==> src/rtl/instr_fetch_if.sv <==
// Fetch-stage bundle: instruction-memory request/response, decode handoff and branch redirect.
// master = fetch stage, slave = memory/decode/execute side.
interface instr_fetch_if #(
  parameter int PC_W = 8
);
  logic            imem_req;
  logic [PC_W-1:0] imem_addr;
  logic [15:0]     imem_rdata;
  logic            imem_ack;
  logic [15:0]     instruction;
  logic            instr_valid;
  logic            instr_ready;
  logic [PC_W-1:0] pc_out;
  logic            branch_taken;
  logic [PC_W-1:0] branch_target;
  logic            halted;

  modport master (
    output imem_req, imem_addr, instruction, instr_valid, pc_out, halted,
    input  imem_rdata, imem_ack, instr_ready, branch_taken, branch_target
  );

  modport slave (
    input  imem_req, imem_addr, instruction, instr_valid, pc_out, halted,
    output imem_rdata, imem_ack, instr_ready, branch_taken, branch_target
  );
endinterface

==> src/rtl/instr_fetch.sv <==
// Instruction fetch stage: one outstanding memory request, branch redirect, stale-fetch drain.
// Defining FETCH_HALT_EN adds a HALT state entered when a HALT_OPCODE word is handed to decode.
module instr_fetch #(
  parameter int              PC_W        = 8,
  parameter logic [PC_W-1:0] RESET_PC    = '0,
  parameter logic [3:0]      HALT_OPCODE = 4'b1111
) (
  input logic           clk,
  input logic           reset,
  instr_fetch_if.master bus
);

  typedef enum logic [2:0] {
    IDLE,
    REQ,
    FULL,
    DRAIN
`ifdef FETCH_HALT_EN
    , HALT
`endif
  } state_t;

  state_t          state_reg,  state_next;
  logic [PC_W-1:0] pc_reg,     pc_next;
  logic [PC_W-1:0] addr_reg,   addr_next;
  logic [15:0]     instr_reg,  instr_next;
  logic [PC_W-1:0] pc_out_reg, pc_out_next;
  logic            valid_reg,  valid_next;

  logic transfer;
  logic halt_word;

  assign transfer = valid_reg & bus.instr_ready;

`ifdef FETCH_HALT_EN
  assign halt_word = (instr_reg[13:10] == HALT_OPCODE);
`else
  assign halt_word = 1'b0;
  logic unused_halt_cfg;
  assign unused_halt_cfg = ^{HALT_OPCODE, halt_word};
`endif

  always_ff @(posedge clk) begin
    if (reset) begin
      state_reg  <= IDLE;
      pc_reg     <= RESET_PC;
      addr_reg   <= RESET_PC;
      instr_reg  <= 16'h0000;
      pc_out_reg <= '0;
      valid_reg  <= 1'b0;
    end else begin
      state_reg  <= state_next;
      pc_reg     <= pc_next;
      addr_reg   <= addr_next;
      instr_reg  <= instr_next;
      pc_out_reg <= pc_out_next;
      valid_reg  <= valid_next;
    end
  end

  always_comb begin
    state_next  = state_reg;
    pc_next     = pc_reg;
    addr_next   = addr_reg;
    instr_next  = instr_reg;
    pc_out_next = pc_out_reg;
    valid_next  = valid_reg;

    case (state_reg)
      IDLE: begin
        state_next = REQ;
        addr_next  = pc_reg;
      end

      REQ: begin
        if (bus.imem_ack) begin
          if (bus.branch_taken) begin
            pc_next    = bus.branch_target;
            addr_next  = bus.branch_target;
            state_next = REQ;
          end else begin
            instr_next  = bus.imem_rdata;
            pc_out_next = pc_reg;
            pc_next     = pc_reg + PC_W'(1);
            valid_next  = 1'b1;
            state_next  = FULL;
          end
        end else if (bus.branch_taken) begin
          // The old request must still complete; its address stays on the bus.
          pc_next    = bus.branch_target;
          state_next = DRAIN;
        end
      end

      DRAIN: begin
        if (bus.branch_taken) begin
          pc_next = bus.branch_target;
        end
        if (bus.imem_ack) begin
          addr_next  = bus.branch_taken ? bus.branch_target : pc_reg;
          state_next = REQ;
        end
      end

      FULL: begin
        if (bus.branch_taken) begin
          valid_next = 1'b0;
          pc_next    = bus.branch_target;
          addr_next  = bus.branch_target;
          state_next = REQ;
        end else if (transfer) begin
          valid_next = 1'b0;
          addr_next  = pc_reg;
`ifdef FETCH_HALT_EN
          state_next = halt_word ? HALT : REQ;
`else
          state_next = REQ;
`endif
        end
      end

`ifdef FETCH_HALT_EN
      HALT: begin
        state_next = HALT;
        valid_next = 1'b0;
      end
`endif

      default: begin
        state_next = IDLE;
        valid_next = 1'b0;
      end
    endcase
  end

  assign bus.imem_req    = (state_reg == REQ) || (state_reg == DRAIN);
  assign bus.imem_addr   = addr_reg;
  assign bus.instruction = instr_reg;
  assign bus.instr_valid = valid_reg;
  assign bus.pc_out      = pc_out_reg;

`ifdef FETCH_HALT_EN
  assign bus.halted = (state_reg == HALT);
`else
  assign bus.halted = 1'b0;
`endif

  addr_stable_a: assert property (@(posedge clk) disable iff (reset)
    (bus.imem_req && !bus.imem_ack) |=> (bus.imem_req && addr_reg == $past(addr_reg)));

  hold_a: assert property (@(posedge clk) disable iff (reset)
    (valid_reg && !bus.instr_ready && !bus.branch_taken) |=>
      (valid_reg && instr_reg == $past(instr_reg) && pc_out_reg == $past(pc_out_reg)));

endmodule

==> src/flat_wrapper.sv <==
// flat-port wrapper written by rule: the top's interface ports become plain ports
module instr_fetch_flat 
#(
  parameter int              PC_W        = 8,
  parameter logic [PC_W-1:0] RESET_PC    = '0,
  parameter logic [3:0]      HALT_OPCODE = 4'b1111
)
  (clk, reset, bus_imem_req, bus_imem_addr, bus_instruction, bus_instr_valid, bus_pc_out, bus_halted, bus_imem_rdata, bus_imem_ack, bus_instr_ready, bus_branch_taken, bus_branch_target);
  instr_fetch_if #(.PC_W(PC_W)) bus_i ();
  input logic clk;
  input logic reset;
  output wire logic [$bits(bus_i.imem_req)-1:0] bus_imem_req;
  output wire logic [$bits(bus_i.imem_addr)-1:0] bus_imem_addr;
  output wire logic [$bits(bus_i.instruction)-1:0] bus_instruction;
  output wire logic [$bits(bus_i.instr_valid)-1:0] bus_instr_valid;
  output wire logic [$bits(bus_i.pc_out)-1:0] bus_pc_out;
  output wire logic [$bits(bus_i.halted)-1:0] bus_halted;
  input wire logic [$bits(bus_i.imem_rdata)-1:0] bus_imem_rdata;
  input wire logic [$bits(bus_i.imem_ack)-1:0] bus_imem_ack;
  input wire logic [$bits(bus_i.instr_ready)-1:0] bus_instr_ready;
  input wire logic [$bits(bus_i.branch_taken)-1:0] bus_branch_taken;
  input wire logic [$bits(bus_i.branch_target)-1:0] bus_branch_target;
  assign bus_imem_req = bus_i.imem_req;
  assign bus_imem_addr = bus_i.imem_addr;
  assign bus_instruction = bus_i.instruction;
  assign bus_instr_valid = bus_i.instr_valid;
  assign bus_pc_out = bus_i.pc_out;
  assign bus_halted = bus_i.halted;
  assign bus_i.imem_rdata = bus_imem_rdata;
  assign bus_i.imem_ack = bus_imem_ack;
  assign bus_i.instr_ready = bus_instr_ready;
  assign bus_i.branch_taken = bus_branch_taken;
  assign bus_i.branch_target = bus_branch_target;
  instr_fetch #(.PC_W(PC_W), .RESET_PC(RESET_PC), .HALT_OPCODE(HALT_OPCODE)) u_core (.clk(clk), .reset(reset), .bus(bus_i));
endmodule
==> config.mk <==
export PLATFORM = sky130hd
export DESIGN_NAME = instr_fetch_flat
export DESIGN_NICKNAME = d
export VERILOG_FILES = /design/src/rtl/instr_fetch_if.sv /design/src/rtl/instr_fetch.sv /design/src/flat_wrapper.sv
export SDC_FILE = /design/constraint.sdc
export NUM_CORES = 1
export LEC_CHECK = 0
export BUFFER_PORTS_ARGS = -buffer_cell sky130_fd_sc_hd__buf_2
export CAP_MARGIN = 20
export CORE_UTILIZATION = 50
export DETAILED_ROUTE_END_ITERATION = 10
export GPL_TIMING_DRIVEN = 1
export PLACE_DENSITY_LB_ADDON = 0.12
export SETUP_SLACK_MARGIN = 0.4
export SYNTH_ARGS = -nofsm -noshare
export SYNTH_HDL_FRONTEND = slang
export SYNTH_SLANG_ARGS = --single-unit
==> constraint.sdc <==
create_clock -name clk -period 5.65 [get_ports clk]
set_input_delay 0.2825 -clock clk [delete_from_list [all_inputs] [get_ports clk]]
set_output_delay 0.2825 -clock clk [all_outputs]
set_load 0.01 [all_outputs]
==> flow_summary.ini <==
[finish]
drive_gt1_frac = 0.249
largest_reg_flops = 16
syn2layout_area_growth_pct = 18.7
fin_util = 0.638
nets = 343
n_antenna_cell = 0

[worst_setup_path]
cp_cell_sequence = inv_1, ha_1, clkinv_1, o21ai_1, a22oi_1, a21oi_1
critPathMaxStageDelay_ns = 0.44
cp_top_family = compound AO/OA/AOI/OAI gates
worst-path-buf-inv = 2
endpoint_kind = flop
cp-start-kind = flop
cp_max_fo = 12
cp.required_ns = 5.87
critical_path_arrival_ns = 2.33
crit_type = flop to flop
cp_slowest_cell = o21ai_1

[synthesis]
yosysTopAreaCellShare = 0.422
ys_seq_elements = 43
netlist_area_sq_um = 2040
synth_edf_count = 0
dominantRegCellSynth = dfxtp_1
synth_top_family_by_area = compound AO/OA/AOI/OAI gates
async_reset_ff_frac = 0
ys_warn_count = 0
yosysSeqAreaShare = 0.422
synthAdderAreaFrac = 0.0368
synth.mux.area_fraction = 0.00490
synthXorXnorAreaFrac = 0
syn_inst = 256
synth_simple_gate_area_share = 0.199
synth.avg_cell_area_sq_um = 7.98
yosysTopAreaCell = dfxtp_1
synthTopCellsByCount = 60 x nand2_1, 43 x dfxtp_1, 41 x a21oi_1, 13 x clkbuf_1, 10 x a22oi_1
synthDistinctLibCells = 51
post-synth-top-count-cell = nand2_1
synth_compound_area_frac = 0.280
synth.area.top_cells = dfxtp_1 42%, nand2_1 11%, a21oi_1 10%
syn-num-nets = 291

[clocking]
cts-root-buf = clkbuf_8
tritoncts = done
post_cts_buffers = 0
clock_latency_ns = 0.30
htree_levels = 2
cts_resized = 0
cts_made_buffers = 5
clk_pin_slew_ns = 0.08
cts.sinks = 43
ctsHoldBuffers = 0
clock_path_buffers = 2

[sta]
maxSlewViolCount = 0
fin_tns_setup_ns = 0
hold_viol = 0
relSlewSlack = 0.501
skew_ns = 0.00713
fin_crit_sh = 0.373
rsz0062_at_grt = false
setup_viol = 0
fin_crit_ns = 2.11
fmax_ghz = 0.475
worst_pin_slew_ns = 0.747

[route]
vias = 2004
vias_per_cell = 5.61
wl_per_cell_um = 14.0
drtAntennaViolNets = 0
dr.pass1.iters = 4
drc = 0
wl_um = 4980
first_iter_violations = 114

[power]
power_leakage_nw = 1.02
power.density_nw_per_um2 = 286
vdd_drop_max_mv = 0.188

[status]
status = complete, no violations

[grt]
grt_overflow_total = 0
grt_max_degree = 34
antenna_found_initial = 0
grt_pass1_vias = 1636
grt_pass1_wl_um = 7930
grt_usage = 0.240

[placement]
io_buffers = 62
gp_congestion = 0.922
hpwl_um = 3480

[floorplanning]
die_area_sq_um = 4340
row_count = 22
die_x_um = 65.9
die_h_um = 65.9
start_util = 0.538
io_pins = 64
core_area_sq_um = 3800

[run]
drv_cap = 0

[hold_path]
holdCritPathClass = input pin to flop
final timing paths:
kind / start / endpoint / slack (ns) / cells past startpoint
setup / recovery: u_core.state_reg[1] / u_core.bus.imem_addr[5] / 3.54 / 6
hold / removal: bus_imem_rdata[13] / u_core.bus.instruction[13] / 0.22 / 3
setup reg to reg: u_core.state_reg[1] / u_core.bus.imem_addr[5] / 3.54 / 6
hold reg to reg: u_core.bus.instruction[7] / u_core.bus.instruction[7] / 0.45 / 2
report_power, final:
group | internal [mW] | switching [mW] | leakage [nW]
logic | 0.0607 | 0.0923 | 0.633
clock network | 0.0864 | 0.103 | 0.0412
registers | 0.328 | 0.0219 | 0.351
stage by stage:
stage / power [mW] / hold WS (ns) / cell area (sq um) / setup WS (ns) / instances
2_1_floorplan: 0.456 / 0.418 / 2040 / 3.81 / 256
3_3_place_gp: 0.506 / 0.439 / 2340 / 3.68 / 349
3_5_place_dp: 0.508 / 0.444 / 2340 / 3.62 / 349
4_1_cts: 0.694 / 0.217 / 2420 / 3.59 / 357
5_1_grt: 0.729 / 0.212 / 2420 / 3.35 / 357
6_report: 0.692 / 0.218 / 2420 / 3.54 / 357
tightest hold or removal path: stages:
cell and delay (ns):
buf_2 0.09, nand2_1 0.04, a21oi_1 0.05
cells in the final DEF (no fill, tap or decap), types with 2 or more instances in the layout:
cell type,netlist,routed
clkbuf_8,0,5
o31ai_1,9,9
a21oi_1,41,41
inv_2,2,2
o21ai_0,2,2
o21ai_1,6,6
or3_1,2,2
dfxtp_1,43,43
a22oi_1,10,10
buf_2,2,62
inv_1,6,6
and3_1,2,2
o21a_1,3,3
nand2_1,60,60
a31oi_1,4,4
ha_1,6,6
nor2_1,7,7
nor2b_1,2,2
a311oi_1,2,2
nand3_1,3,3
area by class of cell:
type / count / area (sq um)
Multi-Input combinational cell: 186 / 1070
Tap cell: 48 / 60.1
Sequential cell: 43 / 861
Timing Repair Buffer: 63 / 318
Inverter: 9 / 33.8
Clock buffer: 6 / 72.6
Clock inverter: 2 / 12.5
Fill cell: 339 / 1380
cell families (layout without fill, tap and decap cells):
group	after synthesis	in the layout
buffers and inverters	27	80
other	1	1
DFF	43	43
and+or+nand+nor	88	88
muxes	1	1
AOI/OAI and AO/OA	90	90
adders and majority gates	6	6
routing by layer:
| layer | global-route usage | share of wire | routed length (um) | vias up |
|---|---|---|---|---|
| met5 | 0 | 0 | 0 | - |
| met4 | 0.0951 | 0.011 | 55 | 0 |
| met3 | 0.0483 | 0.050 | 251 | 5 |
| met2 | 0.372 | 0.47 | 2360 | 61 |
| met1 | 0.321 | 0.47 | 2320 | 928 |
| li1 | - | - | - | 1010 |
No activity file was read; power rests on OpenSTA's default activity.
